### src/rtl/lieat_sram_fifo_pkg.sv
// Shared sizing and action encoding for the SRAM-backed FIFO controller.
// The width constants are common with the lieat_general_64x64_sram instance beside it.
package lieat_sram_fifo_pkg;

    localparam int LIEAT_FIFO_DW = 64;
    localparam int LIEAT_FIFO_AW = 6;

    // One action owns the single SRAM port each cycle, in priority order.
    typedef enum logic [1:0] {
        ACT_FLUSH  = 2'd0,
        ACT_REFILL = 2'd1,
        ACT_BYPASS = 2'd2,
        ACT_WRITE  = 2'd3
    } fifo_act_e;

endpackage

### src/rtl/lieat_sram_fifo.sv
// 64x64 FIFO controller driving the single-port SRAM, with a one-entry head register
// that provides registered out_data and one extra entry of capacity.
module lieat_sram_fifo
    import lieat_sram_fifo_pkg::*;
#(
    parameter int DW = LIEAT_FIFO_DW,
    parameter int AW = LIEAT_FIFO_AW
) (
    input  logic          clock,
    input  logic          reset,
    input  logic          flush,
    input  logic          in_valid,
    output logic          in_ready,
    input  logic [DW-1:0] in_data,
    output logic          out_valid,
    input  logic          out_ready,
    output logic [DW-1:0] out_data,
    output logic [AW:0]   count,
    output logic          sram_cen,
    output logic          sram_wen,
    output logic [AW-1:0] sram_a,
    output logic [DW-1:0] sram_d,
    input  logic [DW-1:0] sram_q
);

    localparam logic [AW-1:0] PTR_ZERO = {AW{1'b0}};
    localparam logic [AW-1:0] PTR_ONE  = {{(AW-1){1'b0}}, 1'b1};
    localparam logic [AW:0]   CNT_ZERO = {(AW+1){1'b0}};
    localparam logic [AW:0]   CNT_ONE  = {{AW{1'b0}}, 1'b1};
    localparam logic [AW:0]   CNT_FULL = {1'b1, {AW{1'b0}}};

    logic [AW-1:0] wr_ptr_q, wr_ptr_d;
    logic [AW-1:0] rd_ptr_q, rd_ptr_d;
    logic [AW:0]   sram_cnt_q, sram_cnt_d;
    logic          head_vld_q, head_vld_d;
    logic [DW-1:0] head_data_q, head_data_d;

    fifo_act_e     act_s;
    logic          head_free_s;
    logic          sram_empty_s;
    logic          sram_space_s;

    // Pick the single action for this cycle.
    always_comb begin
        head_free_s  = !head_vld_q || out_ready;
        sram_empty_s = (sram_cnt_q == CNT_ZERO);
        sram_space_s = (sram_cnt_q < CNT_FULL);
        if (flush) begin
            act_s = ACT_FLUSH;
        end else if (!sram_empty_s && head_free_s) begin
            act_s = ACT_REFILL;
        end else if (head_free_s) begin
            act_s = ACT_BYPASS;
        end else begin
            act_s = ACT_WRITE;
        end
    end

    // Next state and SRAM port drive for the chosen action.
    always_comb begin
        wr_ptr_d    = wr_ptr_q;
        rd_ptr_d    = rd_ptr_q;
        sram_cnt_d  = sram_cnt_q;
        head_vld_d  = head_vld_q;
        head_data_d = head_data_q;
        in_ready    = 1'b0;
        sram_cen    = 1'b1;
        sram_wen    = 1'b0;
        sram_a      = rd_ptr_q;
        case (act_s)
            ACT_FLUSH: begin
                wr_ptr_d   = PTR_ZERO;
                rd_ptr_d   = PTR_ZERO;
                sram_cnt_d = CNT_ZERO;
                head_vld_d = 1'b0;
            end
            ACT_REFILL: begin
                sram_cen    = 1'b0;
                head_data_d = sram_q;
                head_vld_d  = 1'b1;
                rd_ptr_d    = rd_ptr_q + PTR_ONE;
                sram_cnt_d  = sram_cnt_q - CNT_ONE;
            end
            ACT_BYPASS: begin
                in_ready = 1'b1;
                if (in_valid) begin
                    head_data_d = in_data;
                    head_vld_d  = 1'b1;
                end else begin
                    // Head is either already empty or being popped.
                    head_vld_d = 1'b0;
                end
            end
            ACT_WRITE: begin
                in_ready = sram_space_s;
                if (in_valid && sram_space_s) begin
                    sram_cen   = 1'b0;
                    sram_wen   = 1'b1;
                    sram_a     = wr_ptr_q;
                    wr_ptr_d   = wr_ptr_q + PTR_ONE;
                    sram_cnt_d = sram_cnt_q + CNT_ONE;
                end else begin
                    wr_ptr_d   = wr_ptr_q;
                    sram_cnt_d = sram_cnt_q;
                end
            end
            default: begin
                wr_ptr_d = wr_ptr_q;
            end
        endcase
    end

    // State registers; SRAM contents are never scrubbed on reset.
    always_ff @(posedge clock or negedge reset) begin
        if (!reset) begin
            wr_ptr_q    <= PTR_ZERO;
            rd_ptr_q    <= PTR_ZERO;
            sram_cnt_q  <= CNT_ZERO;
            head_vld_q  <= 1'b0;
            head_data_q <= {DW{1'b0}};
        end else begin
            wr_ptr_q    <= wr_ptr_d;
            rd_ptr_q    <= rd_ptr_d;
            sram_cnt_q  <= sram_cnt_d;
            head_vld_q  <= head_vld_d;
            head_data_q <= head_data_d;
        end
    end

    assign sram_d    = in_data;
    assign out_valid = head_vld_q;
    assign out_data  = head_data_q;
    assign count     = sram_cnt_q + {{AW{1'b0}}, head_vld_q};

endmodule

### config.mk
export PLATFORM = sky130hd
export DESIGN_NAME = lieat_sram_fifo
export DESIGN_NICKNAME = d
export VERILOG_FILES = /design/src/rtl/lieat_sram_fifo_pkg.sv /design/src/rtl/lieat_sram_fifo.sv
export SDC_FILE = /design/constraint.sdc
export NUM_CORES = 1
export LEC_CHECK = 0
export ABC_AREA = 1
export CORE_MARGIN = 10
export CORE_UTILIZATION = 40
export DETAILED_ROUTE_END_ITERATION = 12
export PLACE_DENSITY = 0.79
export SKIP_LAST_GASP = 1
export SLEW_MARGIN = 10
export SYNTH_ARGS = -nofsm -noshare
export SYNTH_HDL_FRONTEND = slang
export SYNTH_SLANG_ARGS = --single-unit
### constraint.sdc
create_clock -name clock -period 2.6 [get_ports clock]
set_input_delay 0.26 -clock clock [delete_from_list [all_inputs] [get_ports clock]]
set_output_delay 0.26 -clock clock [all_outputs]
set_load 0.03 [all_outputs]
## Word level (Yosys, flattened, before mapping)

Index checks and enable logic that the tools add are counted.

| word-level totals | value |
|---|---|
| word-level logic and storage cells | 50 |
| bits in registers | 84 |
| output and inout bits | 145 |

| operators by class | value |
|---|---|
| add/sub/neg operators | 5 |
| equality and inequality tests | 5 |
| muxes and demuxes | 19 |
| magnitude comparators | 1 |
| reduce and logical (&&, ||, !) cells | 15 |

Operator list:

| operator | count |
|---|---|
| case mux 64 bit (2 select lines) | 1 |
| two-way mux 64 bit | 1 |
| case mux 6 bit (2 select lines) | 2 |
| case mux 7 bit (3 select lines) | 1 |
| two-way mux 6 bit | 3 |
| adder 6 x 1 -> 6 bit, second input constant | 2 |
| adder 7 x 1 -> 7 bit | 1 |
| adder 7 x 1 -> 7 bit, second input constant | 1 |
| zero test 7 bit | 1 |
| < comparator 7 bit, second input constant | 1 |
| two-way mux 7 bit | 1 |
| subtractor 7 x 1 -> 7 bit, second input constant | 1 |
| AND reduction 2 bit | 3 |
| nonzero test 2 bit | 3 |
| nonzero test 3 bit | 2 |
| two-way mux 1 bit | 5 |
| == test 2 bit, second input constant | 2 |
| two-way mux 2 bit | 2 |
| inequality test 2 bit, second input constant | 2 |
| case mux 1 bit (2 select lines) | 2 |
| case mux 1 bit (3 select lines) | 1 |
| == test 2 x 1 -> 1 bit, second input constant | 1 |
| logical AND 1 bit | 2 |
| zero test 1 bit | 2 |
| 2 further kinds | 2 |

## Longest topological paths before layout

| depth | value |
|---|---|
| word-level depth | 8 |
| mapped depth | 12 |

## Worst setup path after synthesis

Ideal clock, no wire load.

| path | value |
|---|---|
| path type | register to output |
| start | register head_vld_q, in the netlist out_valid |
| end | output port sram_a[1] |
| stages on the path, launching flop included | 8 |
| arrival | 1,934 ps |
| path buffers | 1 |
| path slack | 406 ps |
| cells stage by stage | dfrtp_1 inv_1 nor2_1 nand2_1 nor2_2 buf_2 nand2_1 o21ai_0 |

| between the ends | value |
|---|---|
| word-level cells in the longest chain between the ends | 7 |

RTL lines:

| item | line | text |
|---|---|---|
| from (decl) | lieat_sram_fifo.sv:35 | `logic head_vld_q, head_vld_d;` |
| from (signal assigned) | lieat_sram_fifo.sv:125 | `head_vld_q <= head_vld_d;` |
| zero test 1 bit (*) | lieat_sram_fifo.sv:45 | `head_free_s = !head_vld_q \|\| out_ready;` |
| logical OR 1 bit (*) | lieat_sram_fifo.sv:45 |  |
| two-way mux 1 bit / logical AND 1 bit (equally long branches) | lieat_sram_fifo.sv:52, lieat_sram_fifo.sv:50 |  |
| two-way mux 2 bit (*) | lieat_sram_fifo.sv:50 | `end else if (!sram_empty_s && head_free_s) begin` |
| two-way mux 2 bit (*) | lieat_sram_fifo.sv:48 | `if (flush) begin` |
| == test 2 bit (*) | lieat_sram_fifo.sv:70 | `case (act_s)` |
| two-way mux 6 bit (*) | lieat_sram_fifo.sv:70 |  |
| to (decl) | lieat_sram_fifo.sv:21 | `output logic [AW-1:0] sram_a,` |

Every way passes the cells marked *; elsewhere a longest branch is shown, timed or not.

## Worst setup path in the final report

| path | value |
|---|---|
| start | register head_vld_q, in the netlist out_valid |
| end | output port count[4] |

| between the ends | value |
|---|---|
| word-level cells in the longest chain between the ends | 1 |

RTL lines:

| item | line | text |
|---|---|---|
| adder 7 x 1 -> 7 bit | lieat_sram_fifo.sv:133 | `assign count = sram_cnt_q + {{AW{1'b0}}, head_vld_q};` |
| to (decl) | lieat_sram_fifo.sv:18 | `output logic [AW:0] count,` |

No other way between the ends.

==> results.json <==
{
  "run_status": "completed",
  "hold_viol": 0,
  "start_kind": "register",
  "synth_cells": 765,
  "power_density_mw_per_mm2": 948,
  "vias": 5387,
  "critPathCaptureType": "primary output",
  "antenna_left": 0,
  "ys.flop_type": "dfrtp_1",
  "cts_setup_buffers": 0,
  "netSwitchingFraction": 0.451,
  "synth_commonest_cells": "nand2_1, dfrtp_1, nand3_1, buf_4, inv_1",
  "relSlewSlack": 0.569,
  "numCtsBuffers": 9,
  "worst-path-buf-inv": 1,
  "ys_warn_count": 0,
  "drc_errors": 0,
  "grt_pass1_vias": 5244,
  "grt_use_total": 0.188,
  "peakVddDrop_uv": 609,
  "synth_top_area_frac": 0.396,
  "placed_area_sq_mm": 0.00773,
  "maxSlewViolCount": 0,
  "vias_per_cell": 4.68,
  "netlist_area_sq_mm": 0.00531,
  "die_w_um": 135,
  "min_period_ns": 2.41,
  "design.die.area_sq_mm": 0.0183,
  "core_sq_mm": 0.0131,
  "diodes": 0,
  "grt_max_degree": 46,
  "cts_buffer_depth": 2,
  "synthTopCellsByArea": "dfrtp_1, nand2_1, buf_4",
  "worstPathCellList": "ha_1 -> ha_1 -> nand3_1 -> xor2_1 -> clkdlybuf4s50_1",
  "critical-path-top-delay-family": "buffers and inverters",
  "fin_crit_sh": 0.926,
  "yosys.cell_types.count": 22,
  "dp_slack_ns": 0.235,
  "wl_um": 18000,
  "fmax_ghz": 0.415,
  "hpwl_um": 14300,
  "grt_pass1_wl_um": 28000,
  "route.met3.wl_um": 1470,
  "rsz0062_at_grt": "no",
  "synth-seq-cells": 84,
  "wl_met1_um": 7390,
  "synth_edf_count": 0,
  "cell_internal_pwr_mw": 4.17,
  "nNetsFinal": 1113,
  "antenna_found_initial": 0,
  "avgSynthCellArea_sq_um": 6.94,
  "reg2reg_slack_ns": 0.50,
  "synth_area_leader_cell": "dfrtp_1",
  "tns_ns": 0,
  "routed.top_layer": "met4",
  "drtIter0Drc": 284,
  "cts_tree": "yes",
  "cp.depth": 5,
  "max_stage_delay_ns": 0.70,
  "synthesis.nets": 909,
  "die_h_um": 135,
  "cp_data_required_time_ns": 2.34,
  "worst_slack_ns": 0.192,
  "grt_overflow": 0,
  "stdcell_area_sq_mm": 0.00802,
  "async_reset_ff_frac": 1.00,
  "arrival_ns": 2.15,
  "setup_viol": 0,
  "synth_most_common_cell": "nand2_1",
  "p_sw_mw": 3.43,
  "start_util": 0.404,
  "wl_per_cell_um": 15.7,
  "firstDrtPassIters": 4,
  "clk_pin_slew_ns": 0.06,
  "maxCapViolations": 0,
  "cts_root_buffer": "clkbuf_16",
  "reg2reg_depth": 10,
  "power.leakage_nw": 4.02,
  "path_common_cell": "ha_1",
  "wl_met2_um": 8790,
  "seq_power_share": 0.273,
  "port_buffers": 277,
  "htree_levels": 3,
  "hp-class": "in -> async",
  "cp_max_fo": 4,
  "layout-drive-gt1-share": 0.0431,
  "cts_sinks": 84,
  "routabilityCongestion": 0.878,
  "rows": 42,
  "fin_worst_skew_ns": 0.00846,
  "power_frac_comb": 0.565,
  "clk_latency_ns": 0.33,
  "stdcell_count": 1150,
  "ys_seq_area_frac": 0.396,
  "clkPwrFrac": 0.162,
  "area_growth_pct": 51.0,
  "slowest_stage": "clkdlybuf4s50_1",
  "worst_pin_slew_ns": 0.640,
  "path_class": "reg -> out",
  "placed_cells": 1133,
  "num_io_pins": 278
}
## sequential cells by signal (all words and copies together) (netlist names)
name	count
out_data	64
out_valid	1
rd_ptr_q	6
sram_cnt_q	7
wr_ptr_q	6
## layout by cell type (no fill, tap or decap), types with 7 or more instances in the layout
cell type,synthesis,routed
buf_4,76,20
clkbuf_16,0,9
clkdlybuf4s50_1,0,267
dfrtp_1,84,84
ha_1,10,10
inv_1,34,34
nand2_1,388,386
nand3_1,83,83
nand4_1,7,7
nor2_1,17,17
o21ai_0,20,20
xor2_1,7,7
## worst register-to-register path, delay by kind of cell (launching register included)
kind | cells | cell delay [ns]
buf+inv | 2 | 0.48
flops | 1 | 0.39
simple gates | 8 | 1.12
## metal layers
layer	up-vias	track usage
met3	20	0.0501
met5	-	0
met4	0	0.0652
met1	2432	0.228
met2	197	0.316
li1	2738	-
## logic make-up after synthesis
logic type | share of synthesized area
flip-flops | 0.396
AO/OA/AOI/OAI | 0.0269
buffers and inverters | 0.158
AND/OR/NAND/NOR | 0.381
adder cells (fa/ha/maj) | 0.0273
XOR/XNOR | 0.0115
## path summary, 6_finish.rpt
kind / end / startpoint
worst max-delay path: count[4] / out_valid
worst min-delay path: rd_ptr_q[5] / reset
worst max register to register: out_data[41] / sram_cnt_q[0]
worst min register to register: out_data[29] / out_data[29]
max in group asynchronous: out_data[29] / reset
min in group clock: out_data[29] / out_data[29]
## per-stage QoR
stage	power [mW]	util	hold WS, ns
after floorplan	4.73	-	-0.0356
after global placement	6.39	0.588	0.294
after detailed placement	6.44	0.588	0.289
after CTS	7.71	0.610	0.463
after global routing	8.14	0.610	0.494
final	7.60	0.610	0.451
## repair_timing
action	in CTS	in global routing
hold buffers	1	0
setup endpoints to repair	0	1
resized for setup	0	1
endpoints found under the hold margin	40	0
## power groups by stage
stage	clock (mW)	combinational (mW)	sequential, mW
5_1_grt	1.32	4.68	2.14
2_1_floorplan	0	1.84	2.89
6_report	1.23	4.30	2.07
4_1_cts	1.27	4.36	2.08
3_3_place_gp	0	4.31	2.08
3_5_place_dp	0	4.35	2.09
## final cells by class
class / instances / area (sq um)
inverters: 35 / 131
clock inverters: 2 / 35.0
multi-input cells: 547 / 2380
clock buffers: 14 / 244
fillers: 1223 / 5120
repair buffers: 292 / 2910
well taps: 176 / 220
flip-flops and latches: 84 / 2100
No activity file was read; power rests on OpenSTA's default activity.
